### src/rtl/wb_pkg.sv
// wb_pkg
// Shared definitions for the register-file write-port arbiter:
//   - REG_ADDR_BITS / DATA_BITS : default register address and datapath widths
//   - wbEntry_t                 : one MDU result queue entry {valid, rd, data}
//   - wbSel_t / wbSelect()      : writeback result source encoding and decode
package wb_pkg;

    localparam int REG_ADDR_BITS = 5;
    localparam int DATA_BITS     = 32;

    typedef struct packed {
        logic                     valid;
        logic [REG_ADDR_BITS-1:0] rd;
        logic [DATA_BITS-1:0]     data;
    } wbEntry_t;

    typedef enum logic [1:0] {
        WB_SEL_ALU = 2'd0,
        WB_SEL_MEM = 2'd1,
        WB_SEL_PC  = 2'd2
    } wbSel_t;

    // The link value (PC+4) overrides the memory/ALU choice.
    function automatic wbSel_t wbSelect(input logic aluMemOrPc, input logic memToReg);
        wbSel_t sel;
        sel = WB_SEL_ALU;
        if (aluMemOrPc) begin
            sel = WB_SEL_PC;
        end else if (memToReg) begin
            sel = WB_SEL_MEM;
        end
        return sel;
    endfunction

endpackage

### src/rtl/wb_result_queue.sv
// wb_result_queue
// DEPTH-entry FIFO holding MDU results waiting for the register-file write
// port. Each entry carries a valid bit that can be cleared in place by the
// parallel rd-match invalidate port (WAW squash), so a squashed entry keeps
// its FIFO slot and is later popped without a write.
// Ports:
//   clk, reset              clock, asynchronous active-high reset
//   push/pushValid/pushRd/pushData  enqueue (pushValid=0 enqueues a dead entry)
//   pop                     dequeue the head
//   kill/killRd             invalidate every stored entry whose rd == killRd
//   headPresent             queue not empty
//   headValid/headRd/headData       head entry (headValid gated by headPresent)
//   count                   occupied entries
module wb_result_queue
    import wb_pkg::*;
#(
    parameter int NBits       = DATA_BITS,
    parameter int RegAddrBits = REG_ADDR_BITS,
    parameter int DEPTH       = 4
) (
    input  logic                         clk,
    input  logic                         reset,
    input  logic                         push,
    input  logic                         pushValid,
    input  logic [RegAddrBits-1:0]       pushRd,
    input  logic [NBits-1:0]             pushData,
    input  logic                         pop,
    input  logic                         kill,
    input  logic [RegAddrBits-1:0]       killRd,
    output logic                         headPresent,
    output logic                         headValid,
    output logic [RegAddrBits-1:0]       headRd,
    output logic [NBits-1:0]             headData,
    output logic [$clog2(DEPTH+1)-1:0]   count
);

    localparam int PtrBits = $clog2(DEPTH);
    localparam int CntBits = $clog2(DEPTH+1);

    logic [DEPTH-1:0]       validMem;
    logic [RegAddrBits-1:0] rdMem   [DEPTH];
    logic [NBits-1:0]       dataMem [DEPTH];
    logic [DEPTH-1:0]       killHit;
    logic [PtrBits-1:0]     wrPtr;
    logic [PtrBits-1:0]     rdPtr;

    genvar gi;
    generate
        for (gi = 0; gi < DEPTH; gi++) begin : gKill
            assign killHit[gi] = kill && (rdMem[gi] == killRd);
        end
    endgenerate

    assign headPresent = (count != '0);
    assign headValid   = headPresent && validMem[rdPtr];
    assign headRd      = rdMem[rdPtr];
    assign headData    = dataMem[rdPtr];

    // Payload needs no reset: it is only observed through a set valid bit.
    always_ff @(posedge clk) begin
        if (push) begin
            rdMem[wrPtr]   <= pushRd;
            dataMem[wrPtr] <= pushData;
        end
    end

    // The slot being written is empty, so its kill match (stale rd) is
    // irrelevant; a same-cycle squash arrives already folded into pushValid.
    always_ff @(posedge clk or posedge reset) begin
        if (reset) begin
            validMem <= '0;
        end else begin
            validMem <= validMem & ~killHit;
            if (push) begin
                validMem[wrPtr] <= pushValid;
            end
        end
    end

    // DEPTH is a power of two, so pointer increments wrap naturally.
    always_ff @(posedge clk or posedge reset) begin
        if (reset) begin
            wrPtr <= '0;
            rdPtr <= '0;
            count <= '0;
        end else begin
            if (push) begin
                wrPtr <= wrPtr + PtrBits'(1);
            end
            if (pop) begin
                rdPtr <= rdPtr + PtrBits'(1);
            end
            case ({push, pop})
                2'b10:   count <= count + CntBits'(1);
                2'b01:   count <= count - CntBits'(1);
                default: count <= count;
            endcase
        end
    end

endmodule

### src/rtl/wb_port_arbiter.sv
// wb_port_arbiter
// Owns the single register-file write port. The in-order pipeline WB result
// always wins; MDU results are queued (wb_result_queue) and drained in cycles
// the pipeline does not write. A pipeline write to rd squashes every queued
// MDU result for the same rd, so an older MDU result can never overwrite it.
// Optional feature: define WB_STARVE_GUARD_EN to add a starvation guard that
// stalls the pipeline for one cycle after a valid head has waited
// STARVE_LIMIT cycles; without it pipe_stall is tied to 0.
// Ports:
//   clk, reset                    clock, asynchronous active-high reset
//   pipe_valid/pipe_reg_write/pipe_rd   WB-stage instruction
//   MemtoReg/ALUMemOrPC/PC_4/ALUResult/MemoryData   WB result select/data
//   mdu_valid/mdu_rd/mdu_data/mdu_ready MDU result handshake
//   rf_we/rf_waddr/rf_wdata       registered register-file write
//   pipe_stall                    hold WB stage this cycle
//   q_count                       occupied queue entries
module wb_port_arbiter
    import wb_pkg::*;
#(
    parameter int NBits        = DATA_BITS,
    parameter int RegAddrBits  = REG_ADDR_BITS,
    parameter int DEPTH        = 4,
    parameter int STARVE_LIMIT = 8
) (
    input  logic                         clk,
    input  logic                         reset,
    input  logic                         pipe_valid,
    input  logic                         pipe_reg_write,
    input  logic [RegAddrBits-1:0]       pipe_rd,
    input  logic                         MemtoReg,
    input  logic                         ALUMemOrPC,
    input  logic [NBits-1:0]             PC_4,
    input  logic [NBits-1:0]             ALUResult,
    input  logic [NBits-1:0]             MemoryData,
    input  logic                         mdu_valid,
    input  logic [RegAddrBits-1:0]       mdu_rd,
    input  logic [NBits-1:0]             mdu_data,
    output logic                         mdu_ready,
    output logic                         rf_we,
    output logic [RegAddrBits-1:0]       rf_waddr,
    output logic [NBits-1:0]             rf_wdata,
    output logic                         pipe_stall,
    output logic [$clog2(DEPTH+1)-1:0]   q_count
);

    localparam int CntBits = $clog2(DEPTH+1);

    wbSel_t                 pipeSel;
    logic [NBits-1:0]       pipeData;
    logic                   pipeWantsWrite;
    logic                   pipeWrite;
    logic                   qPush;
    logic                   qPushValid;
    logic                   qPop;
    logic                   headPresent;
    logic                   headValid;
    logic [RegAddrBits-1:0] headRd;
    logic [NBits-1:0]       headData;
    logic                   headDrain;

    always_comb begin
        pipeSel  = wbSelect(ALUMemOrPC, MemtoReg);
        pipeData = ALUResult;
        case (pipeSel)
            WB_SEL_PC:  pipeData = PC_4;
            WB_SEL_MEM: pipeData = MemoryData;
            default:    pipeData = ALUResult;
        endcase
    end

    assign pipeWantsWrite = pipe_valid && pipe_reg_write && (pipe_rd != '0);
    assign pipeWrite      = pipeWantsWrite && !pipe_stall;

    // Ready looks only at the count: a full queue refuses even if it pops
    // this cycle, keeping mdu_ready off every datapath path.
    assign mdu_ready  = (q_count != CntBits'(DEPTH));
    // Results for r0 are accepted but dropped.
    assign qPush      = mdu_valid && mdu_ready && (mdu_rd != '0);
    assign qPushValid = !(pipeWrite && (mdu_rd == pipe_rd));

    assign headDrain  = headValid && !pipeWrite;
    // A dead (squashed) head leaves even when the pipeline owns the port.
    assign qPop       = headPresent && (!headValid || !pipeWrite);

    wb_result_queue #(
        .NBits       (NBits),
        .RegAddrBits (RegAddrBits),
        .DEPTH       (DEPTH)
    ) uQueue (
        .clk         (clk),
        .reset       (reset),
        .push        (qPush),
        .pushValid   (qPushValid),
        .pushRd      (mdu_rd),
        .pushData    (mdu_data),
        .pop         (qPop),
        .kill        (pipeWrite),
        .killRd      (pipe_rd),
        .headPresent (headPresent),
        .headValid   (headValid),
        .headRd      (headRd),
        .headData    (headData),
        .count       (q_count)
    );

    always_ff @(posedge clk or posedge reset) begin
        if (reset) begin
            rf_we    <= 1'b0;
            rf_waddr <= '0;
            rf_wdata <= '0;
        end else if (pipeWrite) begin
            rf_we    <= 1'b1;
            rf_waddr <= pipe_rd;
            rf_wdata <= pipeData;
        end else if (headDrain) begin
            rf_we    <= 1'b1;
            rf_waddr <= headRd;
            rf_wdata <= headData;
        end else begin
            rf_we    <= 1'b0;
        end
    end

`ifdef WB_STARVE_GUARD_EN
    localparam int StarveBits = $clog2(STARVE_LIMIT+1);

    logic [StarveBits-1:0] starveCnt;

    // The stall lands on the STARVE_LIMIT-th waiting cycle itself: the
    // counter holds the number of cycles already lost to the pipeline.
    assign pipe_stall = headValid && pipeWantsWrite &&
                        (starveCnt == StarveBits'(STARVE_LIMIT-1));

    always_ff @(posedge clk or posedge reset) begin
        if (reset) begin
            starveCnt <= '0;
        end else if (!headPresent || qPop) begin
            starveCnt <= '0;
        end else if (headValid && pipeWrite) begin
            starveCnt <= starveCnt + StarveBits'(1);
        end
    end
`else
    logic [31:0] unusedStarveLimit;

    assign unusedStarveLimit = STARVE_LIMIT;
    assign pipe_stall        = 1'b0;
`endif

endmodule

### config.mk
export PLATFORM = sky130hd
export DESIGN_NAME = wb_port_arbiter
export DESIGN_NICKNAME = d
export VERILOG_FILES = /design/src/rtl/wb_pkg.sv /design/src/rtl/wb_result_queue.sv /design/src/rtl/wb_port_arbiter.sv
export SDC_FILE = /design/constraint.sdc
export NUM_CORES = 1
export LEC_CHECK = 0
export CAP_MARGIN = 20
export CELL_PAD_IN_SITES_DETAIL_PLACEMENT = 0
export CELL_PAD_IN_SITES_GLOBAL_PLACEMENT = 2
export CORE_AREA = 4 4 192 194
export DETAILED_ROUTE_END_ITERATION = 7
export DIE_AREA = 0 0 196 198
export PLACE_DENSITY_LB_ADDON = 0.08
export SYNTH_ARGS = -nofsm -noshare
export SYNTH_HDL_FRONTEND = slang
export SYNTH_SLANG_ARGS = --single-unit
### constraint.sdc
create_clock -name clk -period 7.45 [get_ports clk]
set_input_delay 1.49 -clock clk [delete_from_list [all_inputs] [get_ports clk]]
set_output_delay 1.49 -clock clk [all_outputs]
set_load 0.1 [all_outputs]
==> summary.txt <==
DR vias/cell: 4.450
status: completed
Final Cell Area: 11660 µm²
final std cells w/o fill: 1208
PwrDens: 413.4 nW/µm²
DR vias: 5375
area occupied by multi-input gates: 2783 µm²
largest family of logic cells by synthesized area: multiplexers
Hold Violations, Final: 0
WHS Endpoint: rf_waddr[3]$_DFFE_PP0P_
unrepaired setup endpoints after global routing: no
Post-Synthesis Cells: 557
layout cells sized above 1: 12.72%
most frequent cells in the layout: clkdlybuf4s50_1, edfxtp_1, mux2i_1, o21ai_0, dfrtp_1
FP Rows: 69
Async S/R FF share, synth: 24.87%
die area: 38810 µm²
worst hold slack: 499.8 ps
CP endpoint kind: flip-flop
Crit path required time: 7800 ps
r2r setup slk: 3640 ps
critical path class: in2reg
number of global-route vias before repair: 6001
Worst Skew: 16.06 ps
Antenna diodes: 0
CTS tree: yes
Peak VDD IR: 221.1 µV
number of port buffers: 186
commonest non-fill, non-tap cell in the layout: clkdlybuf4s50_1
Initial Util: 24.71%
Yosys Warn Count: 0
setup tns final: 0 ps
Worst Min Path Start: rf_waddr[3]$_DFFE_PP0P_
worst relative slew slack: 30.67%
adder-cell share of the synthesized area: 0.9487%
Worst-path clk slew: 80 ps
CTS root buf: clkbuf_16
fin worst setup slack: 3352 ps
register area: 5675 µm²
DR pass1 iterations: 4
largest net degree at the start of global routing: 68
reg-to-reg critical path startpoint: uQueue.rdPtr[0]$_DFFE_PP0P_
pre-CTS setup slack: 2878 ps
wire length of the first global-routing pass: 38.79 mm
synth unique cells: 37
Antenna Nets Post-Route: 0
Synth Cell Area: 8705 µm²
EDFF count, synth: 148
number of H-tree levels: 4
Worst Hold Class: reg2reg
die span in x: 196 µm
R2R cell count: 5
reg2reg end: rf_wdata[15]$_DFFE_PP0P_
clock buffer count from CTS: 17
DP Cell Count: 1176
gr ovfl total: 0
core footprint: 35220 µm²
hold buffers post-CTS: 0
Worst-Skew Late Latency: 440 ps
total power draw: 4.819 mW
Synth Area in XOR/XNOR: 3.119%
final setup violation count: 0
sequential-to-total area share from yosys stat: 65.14%
critical path startpoint category: input port
Net Count, Synth: 708
DP HPWL: 17.92 mm
worst-case clock buffer depth: 2
Synth Area in Compound Gates: 5.333%
P_leak: 4.177 nW
Critical Path AT: 4450 ps
synthesis-to-finish area growth: 33.92%
Final Cycle Share: 55.01%
nets: 885
Max Cap Viol: 0
fin util: 33.10%
Iteration-0 DRC Markers: 259
Synth Flop Type: edfxtp_1
DRC: 0
min cycle time layout: 4098 ps
die height: 198 µm
mux share of post-synthesis cell area: 17.84%
wire per inst: 21.48 µm
Simple-Gate Fraction of Synth Area: 4.557%
top cells by area, synth: edfxtp_1, dfrtp_1, mux4_2
CP Max Fanout: 11
clk sinks: 197
top cell type's share of synthesized area: 51.06%
initial antenna violation count: 1
final slew viol count: 0
fill cell count: 3446
Ports: 188
WHS Path Cells: 2
area of placed instances: 11080 µm²
post_cts resized: 0
Syn Area/Cell: 15.63 µm²
routed wire length: 25.95 mm
Post CTS Setup Buffer Count: 0
Achievable Freq: 0.2440 GHz
Total GRT Usage: 13.50%
Synth Register Bits: 197
global placer's final weighted congestion: 0.7030
area leader, netlist: edfxtp_1
worst slew pin tran: 1037 ps
layer usage:
layer / global-route usage (%) / part of all wire, %
met2: 24.04 / 52
met1: 17.10 / 43
met3: 2.314 / 3.5
met5: 0 / 0.042
met4: 3.491 / 1.1
critical path, cell delays in order:
cell and delay, ps:
clkdlybuf4s50_1 600, or4_4 640, o211a_1 370, a21oi_1 280, ha_1 230, inv_1 60
fa_1 370, xor2_1 150, nor2_1 110, xor2_1 160
Yosys cell counts, types with 10 or more instances:
cell      number
xnor2_1       18
xor2_1        13
mux2i_1       64
clkbuf_1      18
edfxtp_1     148
nand3_1       34
o21ai_0       50
dfrtp_1       49
buf_2         10
inv_1         14
mux4_2        38
nand2_1       39
cell type report:
| class | instances | share of cell area (%) |
|---|---|---|
| timing repair buffer | 197 | 17.02 |
| inverter | 15 | 0.5045 |
| clock buffer | 20 | 3.746 |
| clock inverter | 12 | 1.224 |
| multi-input combinational | 306 | 23.87 |
| tap | 461 | 4.948 |
| sequential | 197 | 48.69 |
sequential cells by signal, indices dropped and copies added (netlist names):
name / count
rf_waddr: 5
uQueue.count: 3
rf_we: 1
uQueue.rdPtr: 2
rf_wdata: 32
uQueue.validMem: 4
uQueue.rdMem: 20
uQueue.wrPtr: 2
uQueue.dataMem: 128
logic make-up (layout without fill, tap and decap cells):
kind of cell,Yosys count,count (layout)
mux,107,107
xor+xnor,31,31
flops,197,197
buf+inv,54,244
other cells,1,1
simple gates,86,86
fa+ha+maj,6,6
compound gates,75,75
report_power, final:
group | total [mW] | leakage [nW] | internal (mW) | switching, mW
sequential | 1.69 | 1.92 | 1.50 | 0.195
combinational | 2.20 | 1.98 | 0.701 | 1.50
clock | 0.929 | 0.276 | 0.503 | 0.426
total | 4.82 | 4.18 | 2.70 | 2.12
worst max-delay path by stage:
stage               cells after the start                          end        from  slack [ps]
finish                                 10  uQueue.count[2]$_DFFE_PP0P_  pipe_rd[1]        3350
global route                           10  uQueue.count[2]$_DFFE_PP0P_  pipe_rd[1]        3170
CTS                                    10  uQueue.count[2]$_DFFE_PP0P_  pipe_rd[1]        3330
detailed placement                     10  uQueue.count[2]$_DFFE_PP0P_  pipe_rd[1]        2880
global placement                       10  uQueue.count[2]$_DFFE_PP0P_  pipe_rd[1]        2950
floorplan                              11  uQueue.count[2]$_DFFE_PP0P_  pipe_rd[1]        3630
Power figures use the tool's default switching activity.
